[src/rtl/ri5cy_arb_pkg.sv]
// Shared types for the RI5CY instruction/data memory-port arbiter.
package ri5cy_arb_pkg;

    localparam int unsigned ADDR_W = 32;
    localparam int unsigned DATA_W = 32;
    localparam int unsigned BE_W   = 4;

    typedef enum logic {
        ARB  = 1'b0,
        HOLD = 1'b1
    } arb_state_e;

    typedef logic port_id_t;

    localparam port_id_t PORT_M0 = 1'b0;
    localparam port_id_t PORT_M1 = 1'b1;

    typedef struct packed {
        logic              we;
        logic [BE_W-1:0]   be;
        logic [ADDR_W-1:0] addr;
        logic [DATA_W-1:0] wdata;
    } mem_req_t;

endpackage

[src/rtl/ri5cy_arb_owner_fifo.sv]
// Owner-id FIFO: records which port issued each accepted transfer so responses
// can be routed back in order. Push and pop in the same cycle are legal at any fill level.
module ri5cy_arb_owner_fifo
    import ri5cy_arb_pkg::*;
#(
    parameter int unsigned DEPTH = 2
) (
    input  logic     clk,
    input  logic     rstn,
    input  logic     push_i,
    input  port_id_t data_i,
    input  logic     pop_i,
    output port_id_t data_o,
    output logic     full_o,
    output logic     empty_o
);

    localparam int unsigned PW = (DEPTH > 1) ? $clog2(DEPTH) : 1;
    localparam int unsigned CW = $clog2(DEPTH) + 1;

    logic [DEPTH-1:0] mem_q;
    logic [PW-1:0]    wr_ptr_q, rd_ptr_q;
    logic [CW-1:0]    count_q;
    logic             do_push, do_pop;

    assign full_o  = (count_q == CW'(DEPTH));
    assign empty_o = (count_q == '0);
    assign data_o  = mem_q[rd_ptr_q];

    // A pop in the same cycle frees the slot a push into a full FIFO needs.
    assign do_pop  = pop_i & ~empty_o;
    assign do_push = push_i & (~full_o | do_pop);

    always_ff @(posedge clk or negedge rstn) begin
        if (!rstn) begin
            mem_q    <= '0;
            wr_ptr_q <= '0;
            rd_ptr_q <= '0;
            count_q  <= '0;
        end else begin
            if (do_push) begin
                mem_q[wr_ptr_q] <= data_i;
                wr_ptr_q        <= (wr_ptr_q == PW'(DEPTH - 1)) ? '0 : wr_ptr_q + PW'(1);
            end
            if (do_pop) begin
                rd_ptr_q <= (rd_ptr_q == PW'(DEPTH - 1)) ? '0 : rd_ptr_q + PW'(1);
            end
            if (do_push && !do_pop) begin
                count_q <= count_q + CW'(1);
            end else if (do_pop && !do_push) begin
                count_q <= count_q - CW'(1);
            end
        end
    end

endmodule

[src/rtl/ri5cy_mem_arbiter.sv]
// Round-robin arbiter sharing one RI5CY req/gnt/rvalid port between the core's
// instruction (m0) and data (m1) interfaces; responses return to their issuer.
module ri5cy_mem_arbiter
    import ri5cy_arb_pkg::*;
#(
    parameter int unsigned MAX_OUTSTANDING = 2
) (
    input  logic        clk,
    input  logic        rstn,
    input  logic        m0_req_i,
    input  logic        m0_we_i,
    input  logic [3:0]  m0_be_i,
    input  logic [31:0] m0_addr_i,
    input  logic [31:0] m0_wdata_i,
    output logic        m0_gnt_o,
    output logic        m0_rvalid_o,
    output logic [31:0] m0_rdata_o,
    input  logic        m1_req_i,
    input  logic        m1_we_i,
    input  logic [3:0]  m1_be_i,
    input  logic [31:0] m1_addr_i,
    input  logic [31:0] m1_wdata_i,
    output logic        m1_gnt_o,
    output logic        m1_rvalid_o,
    output logic [31:0] m1_rdata_o,
    output logic        s_req_o,
    output logic        s_we_o,
    output logic [3:0]  s_be_o,
    output logic [31:0] s_addr_o,
    output logic [31:0] s_wdata_o,
    input  logic        s_gnt_i,
    input  logic        s_rvalid_i,
    input  logic [31:0] s_rdata_i,
    output logic        err_o
);

    arb_state_e state_q, state_d;
    port_id_t   sel_q, sel_d, last_q, last_d, sel, head;
    logic       err_q, err_d;
    logic       sel_req, full_block, accept, pop;
    logic       fifo_full, fifo_empty;
    mem_req_t   m0_pl, m1_pl, s_pl;

    assign m0_pl = '{we: m0_we_i, be: m0_be_i, addr: m0_addr_i, wdata: m0_wdata_i};
    assign m1_pl = '{we: m1_we_i, be: m1_be_i, addr: m1_addr_i, wdata: m1_wdata_i};

    // Port selection: HOLD pins the stalled port, ARB is round-robin on ties.
    always_comb begin
        sel = sel_q;
        if (state_q == ARB) begin
            if (m0_req_i && m1_req_i) begin
                sel = ~last_q;
            end else if (m1_req_i) begin
                sel = PORT_M1;
            end else begin
                sel = PORT_M0;
            end
        end
        sel_req = (sel == PORT_M1) ? m1_req_i : m0_req_i;
    end

    assign s_pl       = (sel == PORT_M1) ? m1_pl : m0_pl;
    assign full_block = fifo_full & ~s_rvalid_i;
    assign s_req_o    = sel_req & ~full_block;
    assign s_we_o     = s_pl.we;
    assign s_be_o     = s_pl.be;
    assign s_addr_o   = s_pl.addr;
    assign s_wdata_o  = s_pl.wdata;

    assign accept   = s_req_o & s_gnt_i;
    assign m0_gnt_o = accept & (sel == PORT_M0);
    assign m1_gnt_o = accept & (sel == PORT_M1);

    // Responses with nothing outstanding are dropped and flagged.
    assign pop         = s_rvalid_i & ~fifo_empty;
    assign m0_rvalid_o = pop & (head == PORT_M0);
    assign m1_rvalid_o = pop & (head == PORT_M1);
    assign m0_rdata_o  = s_rdata_i;
    assign m1_rdata_o  = s_rdata_i;
    assign err_o       = err_q;

    ri5cy_arb_owner_fifo #(
        .DEPTH (MAX_OUTSTANDING)
    ) u_owner_fifo (
        .clk     (clk),
        .rstn    (rstn),
        .push_i  (accept),
        .data_i  (sel),
        .pop_i   (pop),
        .data_o  (head),
        .full_o  (fifo_full),
        .empty_o (fifo_empty)
    );

    always_comb begin
        state_d = state_q;
        sel_d   = sel_q;
        last_d  = last_q;
        err_d   = err_q | (s_rvalid_i & fifo_empty);
        if (accept) begin
            last_d = sel;
        end
        case (state_q)
            ARB: begin
                if (s_req_o && !s_gnt_i) begin
                    state_d = HOLD;
                    sel_d   = sel;
                end
            end
            HOLD: begin
                // A requester withdrawing mid-stall releases the lock without a push.
                if (accept || !sel_req) begin
                    state_d = ARB;
                end
            end
            default: state_d = ARB;
        endcase
    end

    always_ff @(posedge clk or negedge rstn) begin
        if (!rstn) begin
            state_q <= ARB;
            sel_q   <= PORT_M0;
            last_q  <= PORT_M1;
            err_q   <= 1'b0;
        end else begin
            state_q <= state_d;
            sel_q   <= sel_d;
            last_q  <= last_d;
            err_q   <= err_d;
        end
    end

endmodule

[config.mk]
export PLATFORM = sky130hd
export DESIGN_NAME = ri5cy_mem_arbiter
export DESIGN_NICKNAME = d
export VERILOG_FILES = /design/src/rtl/ri5cy_arb_pkg.sv /design/src/rtl/ri5cy_arb_owner_fifo.sv /design/src/rtl/ri5cy_mem_arbiter.sv
export SDC_FILE = /design/constraint.sdc
export NUM_CORES = 1
export LEC_CHECK = 0
export BUFFER_PORTS_ARGS = -buffer_cell sky130_fd_sc_hd__buf_2
export CORE_AREA = 10 10 114 116
export CTS_CLUSTER_SIZE = 25
export DETAILED_ROUTE_END_ITERATION = 10
export DIE_AREA = 0 0 124 126
export GPL_TIMING_DRIVEN = 0
export PLACE_DENSITY = 0.52
export SLEW_MARGIN = 5
export SYNTH_ARGS = -nofsm -noshare
export SYNTH_HDL_FRONTEND = slang
export SYNTH_SLANG_ARGS = --single-unit
[constraint.sdc]
create_clock -name clk -period 3.2 [get_ports clk]
set_input_delay 0.64 -clock clk [delete_from_list [all_inputs] [get_ports clk]]
set_output_delay 0.64 -clock clk [all_outputs]
set_load 0.03 [all_outputs]
==> key figures <==
STA
  – Final setup vio count: 0
  – Max frequency: 343 MHz
  – Post-route minimum period: ~2.9 ns
  – Setup TNS: 0 ns
  – Max transition margin: a little under half
  – Clock Skews: 0.00121 ns
  – Fin. max-slew vios: 0
  – Period utilisation layout: between 90 and 100%
  – Final hold viol count: 0
  – Slew @ Worst Pin: between 0.8 and 0.9 ns
  – Unrepaired setup endpoints after global routing: false

Run
  – Number of max-cap violations: 0

Place
  – Number of port buffers: ~280
  – DP HPWL: about 9600 um
  – Final GP Congestion: between 0.8 and 0.9
  – Placed Area: ~3500 sq um

Cells and area
  – P&R area growth vs syn: 87.9%
  – Commonest cells after routing, fill and taps aside: 282 x buf_2, 70 x mux2_2, 64 x buf_4, 9 x dfrtp_1, 7 x buf_6
  – Cell area after layout: about 3500 sq um
  – ANT cells: 0
  – Share of cells above drive strength 1: 92.2%
  – Nets: between 600 and 700
  – Leading cell type in the layout, fill and taps excluded: buf_2

Floorplan
  – DIE WIDTH: 124 um
  – DIE AREA: about 16000 sq um
  – Row cnt: 38
  – Starting Density: 17.5%
  – DIE HEIGHT: about 130 um
  – Core footprint: ~11000 sq um
  – I/O pin cnt: 315

Clocking
  – Max H-tree Level: 1
  – CTS root buf: clkbuf_8
  – Clk sinks: 10
  – Num CTS Buffers: 3
  – CTS tree: built
  – Clk buf depth: 2
  – Reg clk slew, reported paths: 0.05 ns
  – Post-CTS Repair Setup Buffers: 0
  – Resized cells post-CTS: 0
  – Worst skew pair latency: around 0.24 ns
  – Hold Buf Count CTS: 0

Yosys
  – Synth top area share: roughly 42%
  – Largest area contributor in the synthesized netlist: mux2_2
  – YS warnings: 0
  – Cell variety after synth: 28
  – Syn_area_per_cell: between 9 and 10 sq um
  – Number of synthesized register bits: 10
  – Seq/Total Area, Yosys: around 13%
  – Top post-synthesis cells by area: mux2_2 42%, buf_4 26%, dfrtp_1 12%, buf_6 4.2%, dfstp_2 1.4%
  – Synthesized instance count: 187
  – Syn_nets: 364
  – Cell Area, Synth: between 1500 and 2000 sq um

Worst setup path
  – Setup Crit Path Kind: input port to output pin
  – CP endpoint: s_wdata_o[8]
  – R2R setup slack: between 1 and 1.5 ns
  – Crit. End Element: output pin
  – Startpoint Class: input port
  – Max incr delay on CP: 0.61 ns
  – CP max stage cell: a21oi_2
  – Worst Path Arrival: around 2.3 ns
  – CP cell instances: buf_2 > inv_1 > a211oi_2 > a21oi_2 > buf_6 > mux2_2 > buf_2
  – Worst EP required: 2.56 ns
  – Most frequent CP cell: buf_2
  – R2R depth: 7
  – Critical Path Source: m1_req_i
  – Worst r2r src: state_q$_DFF_PN0_
  – Critical-path maximum fanout: 10
  – Reg2Reg Capture Point: u_owner_fifo.count_q[1]$_DFFE_PN0P_

Drt
  – Vias: between 2k and 2.5k
  – Via density: 3.91
  – DRT iter0 DRCs: 37
  – DRC Markers: 0
  – DR WL/cell: between 15 and 20 um
  – WL final: between 10000 and 15000 um
  – First-pass DRT Iterations: 4
  – Post-route ant nets: 0

Global route
  – Vias in the first global route: roughly 2.6k
  – First-pass GRT wire length: about 14000 um
  – Grt ovf: 0
  – Largest net degree at the start of global routing: 11
  – Initial antenna violation count: 0
  – Total GRT Usage: a little under an eighth

Run status
  – Status: finished clean

Pwr
  – Power Dens Cells: roughly 610 nW/um^2
  – Peak VDD IR: about 0.25 mV
  – LEAKAGE: 2.00 nW

Min path
  – Worst Hold Class: input port to asynchronous set/reset pin
## worst max-delay path, delay by kind of cell
kind	cells	cell delay [ns]
AO/OA/AOI/OAI	2	0.65
buffers and inverters	4	0.63
multiplexers	1	0.35
## cell usage after synthesis
cell type,count
mux2_2,70
buf_4,64
dfrtp_1,9
buf_6,7
nor2_1,6
o21ai_0,4
xnor2_1,3
inv_1,2
o31ai_1,2
xor2_1,2
a211oi_1,1
a211oi_2,1
a21boi_0,1
a21o_1,1
a21o_2,1
a21oi_2,1
dfstp_2,1
ha_1,1
inv_4,1
mux2_4,1
mux2i_1,1
nand2_1,1
nor2b_1,1
nor3_1,1
o2111ai_2,1
o211ai_2,1
or3b_1,1
or3b_4,1
## area by class of cell
cell class                      instances  area, sq um
Buffer                                 71          559
Tap cell                              140          175
Timing Repair Buffer                  282         1410
Inverter                                3         13.8
Sequential cell                        10          251
Multi-Input combinational cell        103         1040
Clock buffer                            4         55.1
Fill cell                            1136         7190
## through the flow
step	instances	hold slack (ns)	power [mW]	utilization, %	setup slack, ns
after floorplan	187	0.344	1.52	-	0.818
after global placement	609	0.438	1.99	32.3	0.203
after detailed placement	609	0.450	2.00	32.3	0.196
after CTS	613	0.257	2.17	32.8	0.191
after global routing	613	0.263	2.27	32.8	0.145
final	613	0.259	2.13	32.8	0.283
## metal layers
layer	routed length (um)	GRT usage, %
met5	0	0
met4	55	1.56
met3	1860	5.99
met2	5240	21.4
met1	3130	10.8
## registers in the layout, indices dropped and copies added (netlist names)
register / flops
last_q: 1
u_owner_fifo.count_q: 2
state_q: 1
u_owner_fifo.wr_ptr_q: 1
u_owner_fifo.mem_q: 2
err_o: 1
u_owner_fifo.rd_ptr_q: 1
sel_q: 1
## worst min path at each step
stage,start,to,cells past startpoint
after floorplan,rstn,err_o$_DFF_PN0_,0
after global placement,err_o$_DFF_PN0_,err_o$_DFF_PN0_,1
after detailed placement,err_o$_DFF_PN0_,err_o$_DFF_PN0_,1
after CTS,rstn,state_q$_DFF_PN0_,1
after global routing,rstn,u_owner_fifo.rd_ptr_q$_DFFE_PN0P_,1
final,rstn,err_o$_DFF_PN0_,1
## where the power goes
part | internal (mW) | switching [mW] | total [mW]
sequential | 0.187 | 0.0539 | 0.241
combinational | 0.710 | 1.02 | 1.73
clock | 0.108 | 0.0499 | 0.158
## cell families (layout without fill, tap and decap cells)
family	Yosys count	after routing	synth area share (%)
buffers and inverters	74	360	30.7
multiplexers	72	72	43.6
AO/OA/AOI/OAI	14	14	6.17
AND/OR/NAND/NOR	11	11	3.08
flip-flops	10	10	13.5
XOR/XNOR	5	5	2.35
adder cells (fa/ha/maj)	1	1	0.670
Note: power is estimated with default switching activity, not from simulation.
